### config.mk
export PLATFORM = sky130hd
export DESIGN_NAME = scan_sequencer
export DESIGN_NICKNAME = d
export VERILOG_FILES = /design/src/rtl/scan_pkg.sv /design/src/rtl/scan_sequencer_next_set_bit.sv /design/src/rtl/scan_sequencer.sv
export SDC_FILE = /design/constraint.sdc
export NUM_CORES = 1
export LEC_CHECK = 0
export CAP_MARGIN = 5
export CORE_UTILIZATION = 46
export DETAILED_ROUTE_END_ITERATION = 10
export MAX_ROUTING_LAYER = met4
export PLACE_DENSITY = 0.77
export SETUP_SLACK_MARGIN = 0.02
export SYNTH_ARGS = -nofsm -noshare
export SYNTH_HDL_FRONTEND = slang
export SYNTH_SLANG_ARGS = --single-unit
### constraint.sdc
create_clock -name clk -period 1.9 [get_ports clk]
set_clock_uncertainty 0.05 [all_clocks]
set_input_delay 0.38 -clock clk [delete_from_list [all_inputs] [get_ports clk]]
set_output_delay 0.38 -clock clk [all_outputs]
set_load 0.05 [all_outputs]
### src/rtl/scan_pkg.sv
// Shared definitions for the channel scan sequencer.
// The BLANK state is only present when SCAN_SEQ_BLANK_EN is defined.
package scan_pkg;

  localparam int NUM_CH = 16;
  localparam int SEL_W  = 4;

  typedef enum logic [1:0] {
    IDLE  = 2'd0,
    DWELL = 2'd1
`ifdef SCAN_SEQ_BLANK_EN
    ,
    BLANK = 2'd2
`endif
  } scan_state_e;

endpackage

### src/rtl/scan_sequencer_next_set_bit.sv
// Finds the next enabled channel strictly above the current index,
// falling back to the lowest enabled channel (a wrap) when none is above.
module next_set_bit
  import scan_pkg::*;
(
  input  logic [NUM_CH-1:0] mask,
  input  logic [SEL_W-1:0]  cur_idx,
  output logic [SEL_W-1:0]  next_idx,
  output logic              wrapped,
  output logic              none_set
);

  logic             above_found;
  logic [SEL_W-1:0] above_idx;
  logic [SEL_W-1:0] low_idx;

  // Scan from the top down so the last hit is the lowest qualifying bit
  always_comb begin
    above_found = 1'b0;
    above_idx   = '0;
    low_idx     = '0;
    for (int i = NUM_CH - 1; i >= 0; i--) begin
      if (mask[i]) begin
        low_idx = SEL_W'(i);
        if (i > int'(cur_idx)) begin
          above_found = 1'b1;
          above_idx   = SEL_W'(i);
        end
      end
    end
    none_set = (mask == '0);
    wrapped  = !above_found;
    next_idx = above_found ? above_idx : low_idx;
  end

endmodule

### src/rtl/scan_sequencer.sv
// Channel scan sequencer: walks the set bits of mask, holding each channel
// for max(dwell,1) cycles and pulsing wrap at the start of each new sweep.
// Define SCAN_SEQ_BLANK_EN to insert one blanking cycle between channels.
module scan_sequencer
  import scan_pkg::*;
#(
  parameter int DWELL_W = 8
) (
  input  logic               clk,
  input  logic               rst,
  input  logic               start,
  input  logic               stop,
  input  logic [DWELL_W-1:0] dwell,
  input  logic [NUM_CH-1:0]  mask,
  output logic [SEL_W-1:0]   sel,
  output logic               sel_en,
  output logic               wrap,
  output logic               busy
);

  scan_state_e        state_q, state_d;
  logic [SEL_W-1:0]   sel_q, sel_d;
  logic [DWELL_W-1:0] cnt_q, cnt_d;
  logic               wrap_q, wrap_d;
`ifdef SCAN_SEQ_BLANK_EN
  logic [SEL_W-1:0]   pend_sel_q, pend_sel_d;
  logic               pend_wrap_q, pend_wrap_d;
`endif

  logic [SEL_W-1:0]   nsb_cur;
  logic [SEL_W-1:0]   nsb_next;
  logic               nsb_wrapped;
  logic               nsb_none;
  logic [DWELL_W-1:0] dwell_load;

  // From IDLE, searching above index 15 always wraps to the lowest set bit
  assign nsb_cur    = (state_q == IDLE) ? '1 : sel_q;
  assign dwell_load = (dwell == '0) ? DWELL_W'(1) : dwell;

  next_set_bit u_next_set_bit (
    .mask     (mask),
    .cur_idx  (nsb_cur),
    .next_idx (nsb_next),
    .wrapped  (nsb_wrapped),
    .none_set (nsb_none)
  );

  // State and datapath registers with asynchronous reset
  always_ff @(posedge clk or posedge rst) begin
    if (rst) begin
      state_q     <= IDLE;
      sel_q       <= '0;
      cnt_q       <= '0;
      wrap_q      <= 1'b0;
`ifdef SCAN_SEQ_BLANK_EN
      pend_sel_q  <= '0;
      pend_wrap_q <= 1'b0;
`endif
    end else begin
      state_q     <= state_d;
      sel_q       <= sel_d;
      cnt_q       <= cnt_d;
      wrap_q      <= wrap_d;
`ifdef SCAN_SEQ_BLANK_EN
      pend_sel_q  <= pend_sel_d;
      pend_wrap_q <= pend_wrap_d;
`endif
    end
  end

  // Next state: stop wins over everything, then start / dwell expiry
  always_comb begin
    state_d     = state_q;
    sel_d       = sel_q;
    cnt_d       = cnt_q;
    wrap_d      = 1'b0;
`ifdef SCAN_SEQ_BLANK_EN
    pend_sel_d  = pend_sel_q;
    pend_wrap_d = pend_wrap_q;
`endif
    if (stop) begin
      state_d = IDLE;
      sel_d   = '0;
      cnt_d   = '0;
    end else begin
      case (state_q)
        IDLE: begin
          if (start && !nsb_none) begin
            state_d = DWELL;
            sel_d   = nsb_next;
            cnt_d   = dwell_load;
          end
        end
        DWELL: begin
          if (cnt_q > DWELL_W'(1)) begin
            cnt_d = cnt_q - DWELL_W'(1);
          end else if (nsb_none) begin
            state_d = IDLE;
            sel_d   = '0;
            cnt_d   = '0;
          end else begin
`ifdef SCAN_SEQ_BLANK_EN
            state_d     = BLANK;
            pend_sel_d  = nsb_next;
            pend_wrap_d = nsb_wrapped;
            cnt_d       = '0;
`else
            sel_d  = nsb_next;
            cnt_d  = dwell_load;
            wrap_d = nsb_wrapped;
`endif
          end
        end
`ifdef SCAN_SEQ_BLANK_EN
        BLANK: begin
          state_d = DWELL;
          sel_d   = pend_sel_q;
          cnt_d   = dwell_load;
          wrap_d  = pend_wrap_q;
        end
`endif
        default: begin
          state_d = IDLE;
          sel_d   = '0;
          cnt_d   = '0;
        end
      endcase
    end
  end

  // Outputs are decoded directly from registered state
  always_comb begin
    sel    = sel_q;
    sel_en = (state_q == DWELL);
    wrap   = wrap_q;
    busy   = (state_q != IDLE);
  end

endmodule

* After elaboration in Yosys (flattened, before gate mapping)
Index checks and enable logic that the tools add are counted.
** Word-level totals
- Flip-flop bits (word level) :: 15
- Input port bits :: 28
- Output and inout bits :: 7
** Operators by class
- $add $sub $neg :: 1
- $lt $le $gt $ge :: 16
- Equal/unequal tests :: 4
- Multiplexer cells :: 98
- Reductions and logical operators :: 9
** Operator list (count)
- $mux W4 :: 52
- $mux W8 :: 5
- $mux W1 :: 34
- $gt A4 B4 Y1 const A :: 8
- $gt A3 B4 Y1 const A :: 4
- $logic_not A16 Y1 :: 1
- $pmux W8 S2 :: 1
- $gt A2 B4 Y1 const A :: 2
- $gt A8 B1 Y1 const B :: 1
- $logic_not A8 Y1 :: 1
- $mux W2 :: 4
- $pmux W4 S2 :: 1
- $sub A8 B1 Y8 const B :: 1
- $ne A3 B2 Y1 const B :: 2
- $gt A1 B4 Y1 const A :: 1
- $pmux W2 S2 :: 1
- $ne A3 B3 Y1 const B :: 1
- $reduce_and A3 Y1 :: 1
- $eq A2 B1 Y1 const B :: 1
- $logic_not A1 Y1 :: 2
- $logic_not A2 Y1 :: 1
- $reduce_and A2 Y1 :: 1
- $reduce_bool A2 Y1 :: 1
- $logic_and A1 B1 Y1 :: 1

* Longest topological paths before layout
Gate-level depths: netlist of the first run.
- Depth in word-level cells :: 38
- Depth in mapped cells :: 8
- Depth with buffers taken out :: 8

* Cells and area by module
From an unflattened synthesis of the first run, not the netlist that was laid out.
** Unflattened totals
- Cell total of the unflattened synthesis :: 210
- Area, all modules :: 1591.5 sq um
** By module, submodules not included
- scan_sequencer :: times used 1, cells an instance 107, area an instance 940.9 sq um
- next_set_bit :: times used 1, cells an instance 103, area an instance 650.6 sq um

* Worst setup path after synthesis of the first run
Ideal clock, no wire load.
- Path type :: register -> register
- Start :: reg sel_q[3], in the netlist sel[3]
- End :: reg sel_q[3], in the netlist sel[3]
- Library setup time :: 0.122 ns
- Arrival time :: 2.150 ns
- Data required time :: 1.728 ns
- Slack :: -0.422 ns
- Stages on the path, launching flop included :: 8
- Path buffers :: 1
- Period minus slack after synthesis :: 2.322 ns
- Cell sequence :: dfrtp_1 -> clkbuf_1 -> nand2_1 -> and4_1 -> a211oi_1 -> and3_1 -> o311ai_0 -> a32o_1
** Between the ends
- Cells in the longest elaborated chain, start to end :: 37
- Elaborated cells on any way between the ends :: 82
** Ends and longest elaborated chain
- from (decl) :: RTL line scan_sequencer.sv:22 : logic [SEL_W-1:0] sel_q, sel_d;
- from (signal assigned) :: RTL line scan_sequencer.sv:61 : sel_q <= sel_d;
- $mux W4 (*) :: RTL line scan_sequencer.sv:37 : assign nsb_cur = (state_q == IDLE) ? '1 : sel_q;
- $gt A4 B4 Y1 :: RTL line scan_sequencer_next_set_bit.sv:25 : if (i > int'(cur_idx)) begin
- $mux W4 / $mux W1 (equally long branches) :: RTL line scan_sequencer_next_set_bit.sv:25
- $mux W4 / $mux W1 (equally long branches) :: RTL line scan_sequencer_next_set_bit.sv:23 : if (mask[i]) begin
- $mux W4 / $mux W1 (equally long branches) :: RTL line scan_sequencer_next_set_bit.sv:25
- $mux W4 / $mux W1 (equally long branches) :: RTL line scan_sequencer_next_set_bit.sv:23
- $mux W4 / $mux W1 (equally long branches) :: RTL line scan_sequencer_next_set_bit.sv:25
- $mux W4 / $mux W1 (equally long branches) :: RTL line scan_sequencer_next_set_bit.sv:23
- [21 not listed]
- $mux W4 / $mux W1 (equally long branches) :: RTL line scan_sequencer_next_set_bit.sv:23
- $mux W4 / $mux W1 (equally long branches) :: RTL line scan_sequencer_next_set_bit.sv:25
- $mux W4 / $mux W1 (equally long branches) :: RTL line scan_sequencer_next_set_bit.sv:23
- $mux W4 (*) :: RTL line scan_sequencer_next_set_bit.sv:33 : next_idx = above_found ? above_idx : low_idx;
- $mux W4 :: RTL line scan_sequencer.sv:97 : end else if (nsb_none) begin
- $mux W4 :: RTL line scan_sequencer.sv:95 : if (cnt_q > DWELL_W'(1)) begin
- $pmux W4 S2 (*) :: RTL line scan_sequencer.sv:86 : case (state_q)
- $mux W4 (*) :: RTL line scan_sequencer.sv:81 : if (stop) begin
Mark *: on every way between the ends. The rest lies on a longest branch, timed or not. The select of a mux whose other input is x is not followed.
A chain may end at the register's enable or synchronous reset.

* Worst setup path in the final report of the first run
- Start :: reg cnt_q[2]
- End :: reg cnt_q[4]
** Between the ends
- Cells in the longest elaborated chain, start to end :: 4
- Elaborated cells on any way between the ends :: 5
** Ends and longest elaborated chain
- from (decl) :: RTL line scan_sequencer.sv:23 : logic [DWELL_W-1:0] cnt_q, cnt_d;
- from (signal assigned) :: RTL line scan_sequencer.sv:62 : cnt_q <= cnt_d;
- $sub A8 B1 Y8 / $gt A8 B1 Y1 (equally long branches) :: RTL line scan_sequencer.sv:96, scan_sequencer.sv:95
- $mux W8 (*) :: RTL line scan_sequencer.sv:95
- $pmux W8 S2 (*) :: RTL line scan_sequencer.sv:86
- $mux W8 (*) :: RTL line scan_sequencer.sv:81
Mark *: on every way between the ends. The rest lies on a longest branch, timed or not.

==> metrics.md, run 1 <==
| Metric | Value |
|---|---|
| Post-Syn Instances | `201` |
| Ys flop type | `dfrtp_1` |
| Full die area | `3640 µm²` |
| CP Max Fanout | `7` |
| Core area | `3130 µm²` |
| Max-cap violations | `0` |
| Tmin final | `2.21 ns` |
| Vias in the first global route | `2,101` |
| R2R Path Start | `cnt_q[2]` |
| NetSw | `1.67 mW` |
| Setup CP Type | `flop to flop` |
| Cell area after synthesis | `1570 µm²` |
| Deepest clock path buffer count | `2` |
| PortBufs | `34` |
| Initial core utilization | `50.0%` |
| Leak | `1.18 nW` |
| IO Count | `35` |
| Placed cell count | `341` |
| Largest net degree at the start of global routing | `15` |
| Synthesis-to-layout area growth | `70.0%` |
| Failing checks | `negative setup slack` |
| Slew HR | `61.7%` |
| Initial antenna violation count | `0` |
| Non-Filler Instances | `352` |
| Yosys warns | `0` |
| Levels on crit path | `6` |
| Pint | `1.73 mW` |
| Ant diodes | `0` |
| Detail Placement HPWL | `4510 µm` |
| Crit Reg-Reg Endpoint | `cnt_q[4]` |
| Sw Share | `49.1%` |
| WL/cell | `19.7 µm` |
| Routed Antenna Nets | `0` |
| CTS tree | `done` |
| Total global routing track utilization | `35.9%` |
| Final setup fails | `14` |
| VDD IR max | `925 µV` |
| H-Tree Level Count | `1` |
| Synth area leaders | `dfrtp_1, nor2_1, o21ai_0` |
| Register-to-register setup slack | `-0.31 ns` |
| Crit path capture type | `flop` |
| Status | `finished, violations left` |
| Largest area contributor in the netlist | `dfrtp_1` |
| Ys async rst share | `100%` |
| Vias | `2,273` |
| RePlAce Congestion | `0.962` |
| First-pass GRT wire length | `9540 µm` |
| P per Cell Area | `1280 nW/µm²` |
| Syn Area/Cell | `7.79 µm²` |
| Worst hold slack | `0.387 ns` |
| RSZ-0062 raised after global routing | `true` |
| Layout cells sized above 1 | `41.6%` |
| Die span in y | `60.3 µm` |
| PnR worst setup slack | `-0.315 ns` |
| Slowest stage delay, CP | `0.60 ns` |
| Startpoint Class | `flop` |
| Clock latency on the worst-skew pair | `0.29 ns` |
| Crit-path slowest cell | `or4_4` |
| Reg clk slew, reported paths | `0.10 ns` |
| Vias per cell | `6.46` |
| Overflow after GRT | `0` |
| #FFs+latches synth | `14` |
| Worst setup path startpoint | `cnt_q[2]` |
| Worst Path Buf+Inv | `0` |
| Syn Nets | `231` |
| Slew Viols, Final | `0` |
| DRC | `0` |
| Fin crit share | `117%` |
| CTS Sinks | `14` |
| Highest Clock Rate | `0.452 GHz` |
| Synth cell types | `57` |
| Final wirelength | `6930 µm` |
| Worst Hold Class | `primary input to async pin` |
| Num CTS Buffers | `3` |
| Crit path cell chain | `or4_4 -> or4_4 -> nand2_8 -> a21oi_1 -> o21ai_1 -> o21ai_1` |
| Register area share after synthesis | `22.4%` |
| Post-CTS Hold Buffers | `0` |
| Critical Path AT | `2.34 ns` |
| Slew @ Worst Pin | `0.574 ns` |
| Final Power | `3.41 mW` |
| R2R cell count | `6` |
| Initial DRC Count | `325` |
| Gate power share | `75.8%` |
| Clk pwr share | `6.7%` |
| Die Width | `60.3 µm` |
| Flop pwr share | `17.6%` |
| Final hold violation count | `0` |
| EDFF count, synth | `0` |
| Worst EP required | `2.02 ns` |
| Critical Path Sink | `cnt_q[4]` |
| Root Driver | `clkbuf_4` |
| Critical path's top delay family | `simple AND/OR/NAND/NOR gates` |
| Final net count | `339` |
| Share of the synthesized area in the top cell type | `22.4%` |
| Drt first pass iters | `6` |
| Row cnt | `20` |
## final cells by class
cell class | count | area (µm²)
Sequential cell | 14 | 355
Fill cell | 176 | 467
Tap cell | 44 | 55.1
Timing Repair Buffer | 110 | 912
Clock buffer | 4 | 36.3
Multi-Input combinational cell | 170 | 1260
Inverter | 10 | 37.5
## synth_stat cells (3+ instances only)
master,instances
nand2_1,15
o21a_1,5
nand2b_1,5
a22oi_1,3
o21ai_0,12
and3_1,3
dfrtp_1,14
o22ai_1,5
inv_1,10
or4_4,4
clkbuf_1,4
a31oi_1,4
a21oi_1,9
o21bai_1,5
a21boi_0,3
o211ai_1,4
nor3_1,5
nor2b_1,9
a211oi_1,4
nor2_1,21
nand3_1,4
o31ai_1,4
## power groups by stage
stage / sequential, mW / clock, mW / combinational (mW)
final: 0.599 / 0.227 / 2.58
after global routing: 0.605 / 0.237 / 2.70
after CTS: 0.571 / 0.222 / 2.30
after detailed placement: 0.584 / 0 / 2.20
after global placement: 0.572 / 0 / 2.10
after floorplan: 0.712 / 0 / 1.09
## kinds of logic after synthesis
kind of cell               after synthesis  share of synthesized area, %
DFF                                     14                          22.4
and+or+nand+nor                         82                          30.7
adders and majority gates                2                          1.60
buffers and inverters                   17                          4.48
xor gates and xnor gates                 2                          1.12
AOI/OAI and AO/OA                       84                          39.7
## placed cells by master (no fill, tap or decap), types with 3 or more instances in the layout
| master | netlist | layout |
|---|---|---|
| nand3_1 | 4 | 4 |
| nor2b_1 | 9 | 9 |
| a21boi_0 | 3 | 3 |
| a211oi_1 | 4 | 3 |
| nand2b_1 | 5 | 5 |
| a31oi_1 | 4 | 3 |
| dfrtp_2 | 0 | 4 |
| or4_4 | 4 | 6 |
| nand2_1 | 15 | 11 |
| buf_6 | 0 | 3 |
| a21oi_1 | 9 | 8 |
| buf_4 | 1 | 77 |
| clkdlybuf4s50_1 | 0 | 11 |
| o31ai_1 | 4 | 3 |
| nor3_1 | 5 | 4 |
| o21ai_0 | 12 | 6 |
| dlygate4sd2_1 | 0 | 8 |
| o21ai_1 | 1 | 5 |
| dfrtp_1 | 14 | 10 |
| clkdlybuf4s15_1 | 0 | 4 |
| o21bai_1 | 5 | 5 |
| and3_1 | 3 | 3 |
| o21a_1 | 5 | 5 |
| a22oi_1 | 3 | 3 |
| o22ai_1 | 5 | 5 |
| buf_12 | 0 | 3 |
| clkbuf_4 | 0 | 3 |
| nor2_1 | 21 | 20 |
| inv_1 | 10 | 10 |
| buf_2 | 2 | 4 |
| o211ai_1 | 4 | 4 |
## routing by layer
metal	routed length [µm]	share of wire, %	global-route usage (%)
met5	0	0	-
met4	300	4.3	6.98
met3	660	9.5	6.61
met2	3280	47	57.5
met1	2690	39	47.4
## state kept, by name, indices dropped and copies added (netlist names)
signal	count
sel	4
state_q	1
cnt_q	8
wrap	1
## worst min path at each step
stage / endpoint / slack, ns
after detailed placement: cnt_q[5] / 0.55
after floorplan: cnt_q[0] / 0.22
after global placement: cnt_q[1] / 0.51
final: cnt_q[3] / 0.39
after CTS: cnt_q[5] / 0.39
after global routing: cnt_q[5] / 0.43
## repair_timing
action / CTS / global route
setup buffers: 5 / 3
setup endpoints to repair: 14 / 14
resized for setup: 44 / 14
pin swaps: 17 / 6
## stage by stage
stage / cell area [µm²] / setup TNS (ns) / util, % / worst slack, ns
floorplan: 1600 / -1.69 / - / -0.192
global placement: 2490 / -8.03 / 79.6 / -0.644
detailed placement: 2490 / -8.65 / 79.6 / -0.686
CTS: 2570 / -2.82 / 82.2 / -0.244
global route: 2660 / -4.03 / 85.1 / -0.347
finish: 2660 / -3.67 / 85.1 / -0.315
Note: power is estimated with default switching activity, not from simulation.
==> inputs of run 2 (changes only) <==
Settings changed: CORE_ASPECT_RATIO from default to 2, CORE_MARGIN from default to 3.
==> run 2 against run 1 <==
The flow still finishes with violations (negative setup slack). Setup slack lost 0.033 ns. Register-to-register slack lost 0.03 ns. Sequential cell count is the same. Utilization shrank 1.2 points. Via count shrank 1.6%. Critical path type unchanged.
==> metrics.md, run 2 (synthesized netlist as in run 1, its figures left out) <==
| Metric | Value |
|---|---|
| Reg clk slew, reported paths | `0.07 ns` |
| Flop pwr share | `16.6%` |
| Clock latency on the worst-skew pair | `0.25 ns` |
| Crit Reg-Reg Endpoint | `sel[0]` |
| Final Instance Area | `2710 µm²` |
| Dpl cell area | `2390 µm²` |
| Vias per cell | `6.66` |
| Biggest register | `cnt_q` |
| Register-to-register setup slack | `-0.35 ns` |
| Failing checks | `negative setup slack` |
| R2R cell count | `6` |
| Max FFs per register | `8` |
| Final net count | `336` |
| Final hold violation count | `0` |
| Placed cell count | `319` |
| Sw Share | `48.5%` |
| Max-cap violations | `0` |
| Core area | `3230 µm²` |
| Critical Path Sink | `sel[0]` |
| NetSw | `1.72 mW` |
| Layout cells sized above 1 | `45.6%` |
| RSZ-0062 raised after global routing | `true` |
| CTS tree | `done` |
| Initial antenna violation count | `0` |
| Commonest cells after routing, fill and taps aside | `buf_4, nor2_1, nand2_1, clkdlybuf4s50_1` |
| Worst Hold Class | `primary input to async pin` |
| First-pass GRT wire length | `9920 µm` |
| Clk pwr share | `8.5%` |
| Root Driver | `clkbuf_8` |
| Detail Placement HPWL | `4530 µm` |
| Leak | `1.18 nW` |
| Commonest non-fill, non-tap cell in the layout | `buf_4` |
| Fin crit share | `118%` |
| Vias in the first global route | `2,181` |
| Tmin final | `2.25 ns` |
| Row cnt | `29` |
| R2R Path Start | `cnt_q[5]` |
| Slew @ Worst Pin | `0.574 ns` |
| Final setup fails | `14` |
| Crit path capture type | `flop` |
| Worst setup path startpoint | `cnt_q[5]` |
| Worst EP required | `2.02 ns` |
| Full die area | `4180 µm²` |
| Die Width | `47.2 µm` |
| Deepest clock path buffer count | `2` |
| Initial DRC Count | `118` |
| Total global routing track utilization | `34.3%` |
| Slew HR | `61.7%` |
| Drt first pass iters | `4` |
| Post-CTS Hold Buffers | `0` |
| Ant diodes | `0` |
| Num CTS Buffers | `3` |
| CTS Sinks | `14` |
| PortBufs | `34` |
| Worst hold slack | `0.452 ns` |
| Status | `finished, violations left` |
| Gate power share | `74.9%` |
| Die span in y | `88.5 µm` |
| Final Power | `3.55 mW` |
| RePlAce Congestion | `0.950` |
| VDD IR max | `974 µV` |
| Highest Clock Rate | `0.445 GHz` |
| Startpoint Class | `flop` |
| Pint | `1.82 mW` |
| CP Max Fanout | `4` |
| Final wirelength | `6920 µm` |
| DRC | `0` |
| H-Tree Level Count | `1` |
| Filler cells | `196` |
| Vias | `2,237` |
| Critical Path AT | `2.36 ns` |
| Setup CP Type | `flop to flop` |
| PnR worst setup slack | `-0.347 ns` |
| P per Cell Area | `1310 nW/µm²` |
| Slew Viols, Final | `0` |
| WL/cell | `20.6 µm` |
| Overflow after GRT | `0` |
| Routed Antenna Nets | `0` |
| Non-Filler Instances | `336` |
| Initial core utilization | `48.5%` |
| IO Count | `35` |
| Synthesis-to-layout area growth | `73.1%` |
| Largest net degree at the start of global routing | `15` |
==> run 2: power by group through the flow <==
stage          logic (mW)  clock network (mW)  registers [mW]
3_3_place_gp         2.13                   0           0.575
4_1_cts              2.39               0.296           0.576
2_1_floorplan        1.09                   0           0.712
5_1_grt              2.81               0.316           0.595
6_report             2.66               0.302           0.587
3_5_place_dp         2.17                   0           0.578
==> run 2: routing by layer <==
layer,GRT usage [%],vias up,part of all wire (%)
met5,-,-,0
met4,23.7,0,6.8
met3,5.30,43,4.8
met2,61.7,126,56
met1,29.4,1075,32
li1,-,993,-
==> run 2: how the worst min path moves through the flow <==
stage	start	to	depth (start not counted)
detailed placement	cnt_q[2]	cnt_q[2]	3
CTS	rst	cnt_q[7]	2
global placement	cnt_q[2]	cnt_q[2]	3
floorplan	rst	cnt_q[0]	1
global route	rst	sel[3]	2
finish	rst	sel[3]	2
==> run 2: worst max-delay path, cell delays in order (launching register included) <==
cell and delay, ns:
dfrtp_1 0.38, or4_4 0.59, o41a_4 0.41, nor4_4 0.20, buf_4 0.19, a21bo_1 0.21, o211ai_2 0.13
==> run 2: what timing repair did <==
item                                    in CTS  in global routing
setup buffers                                6                  8
gates resized for setup                     59                 19
pin swaps                                   24                 14
endpoints found under the setup margin      14                 14
==> run 2: metrics by stage <==
stage,TNS (ns),util [%],worst slack [ns]
floorplan,-1.69,-,-0.192
global placement,-8.12,74.2,-0.734
detailed placement,-8.74,74.2,-0.787
CTS,-2.12,81.1,-0.231
global route,-3.71,83.9,-0.354
finish,-3.16,83.9,-0.347
==> run 2: layout make-up <==
type	instances	area, µm²	share of cell area [%]
clock buffer	4	55.1	2.03
inverter	10	37.5	1.39
multi-input combinational	170	1340	49.5
sequential	14	355	13.1
tap	31	38.8	1.43
timing repair buffer	107	881	32.5
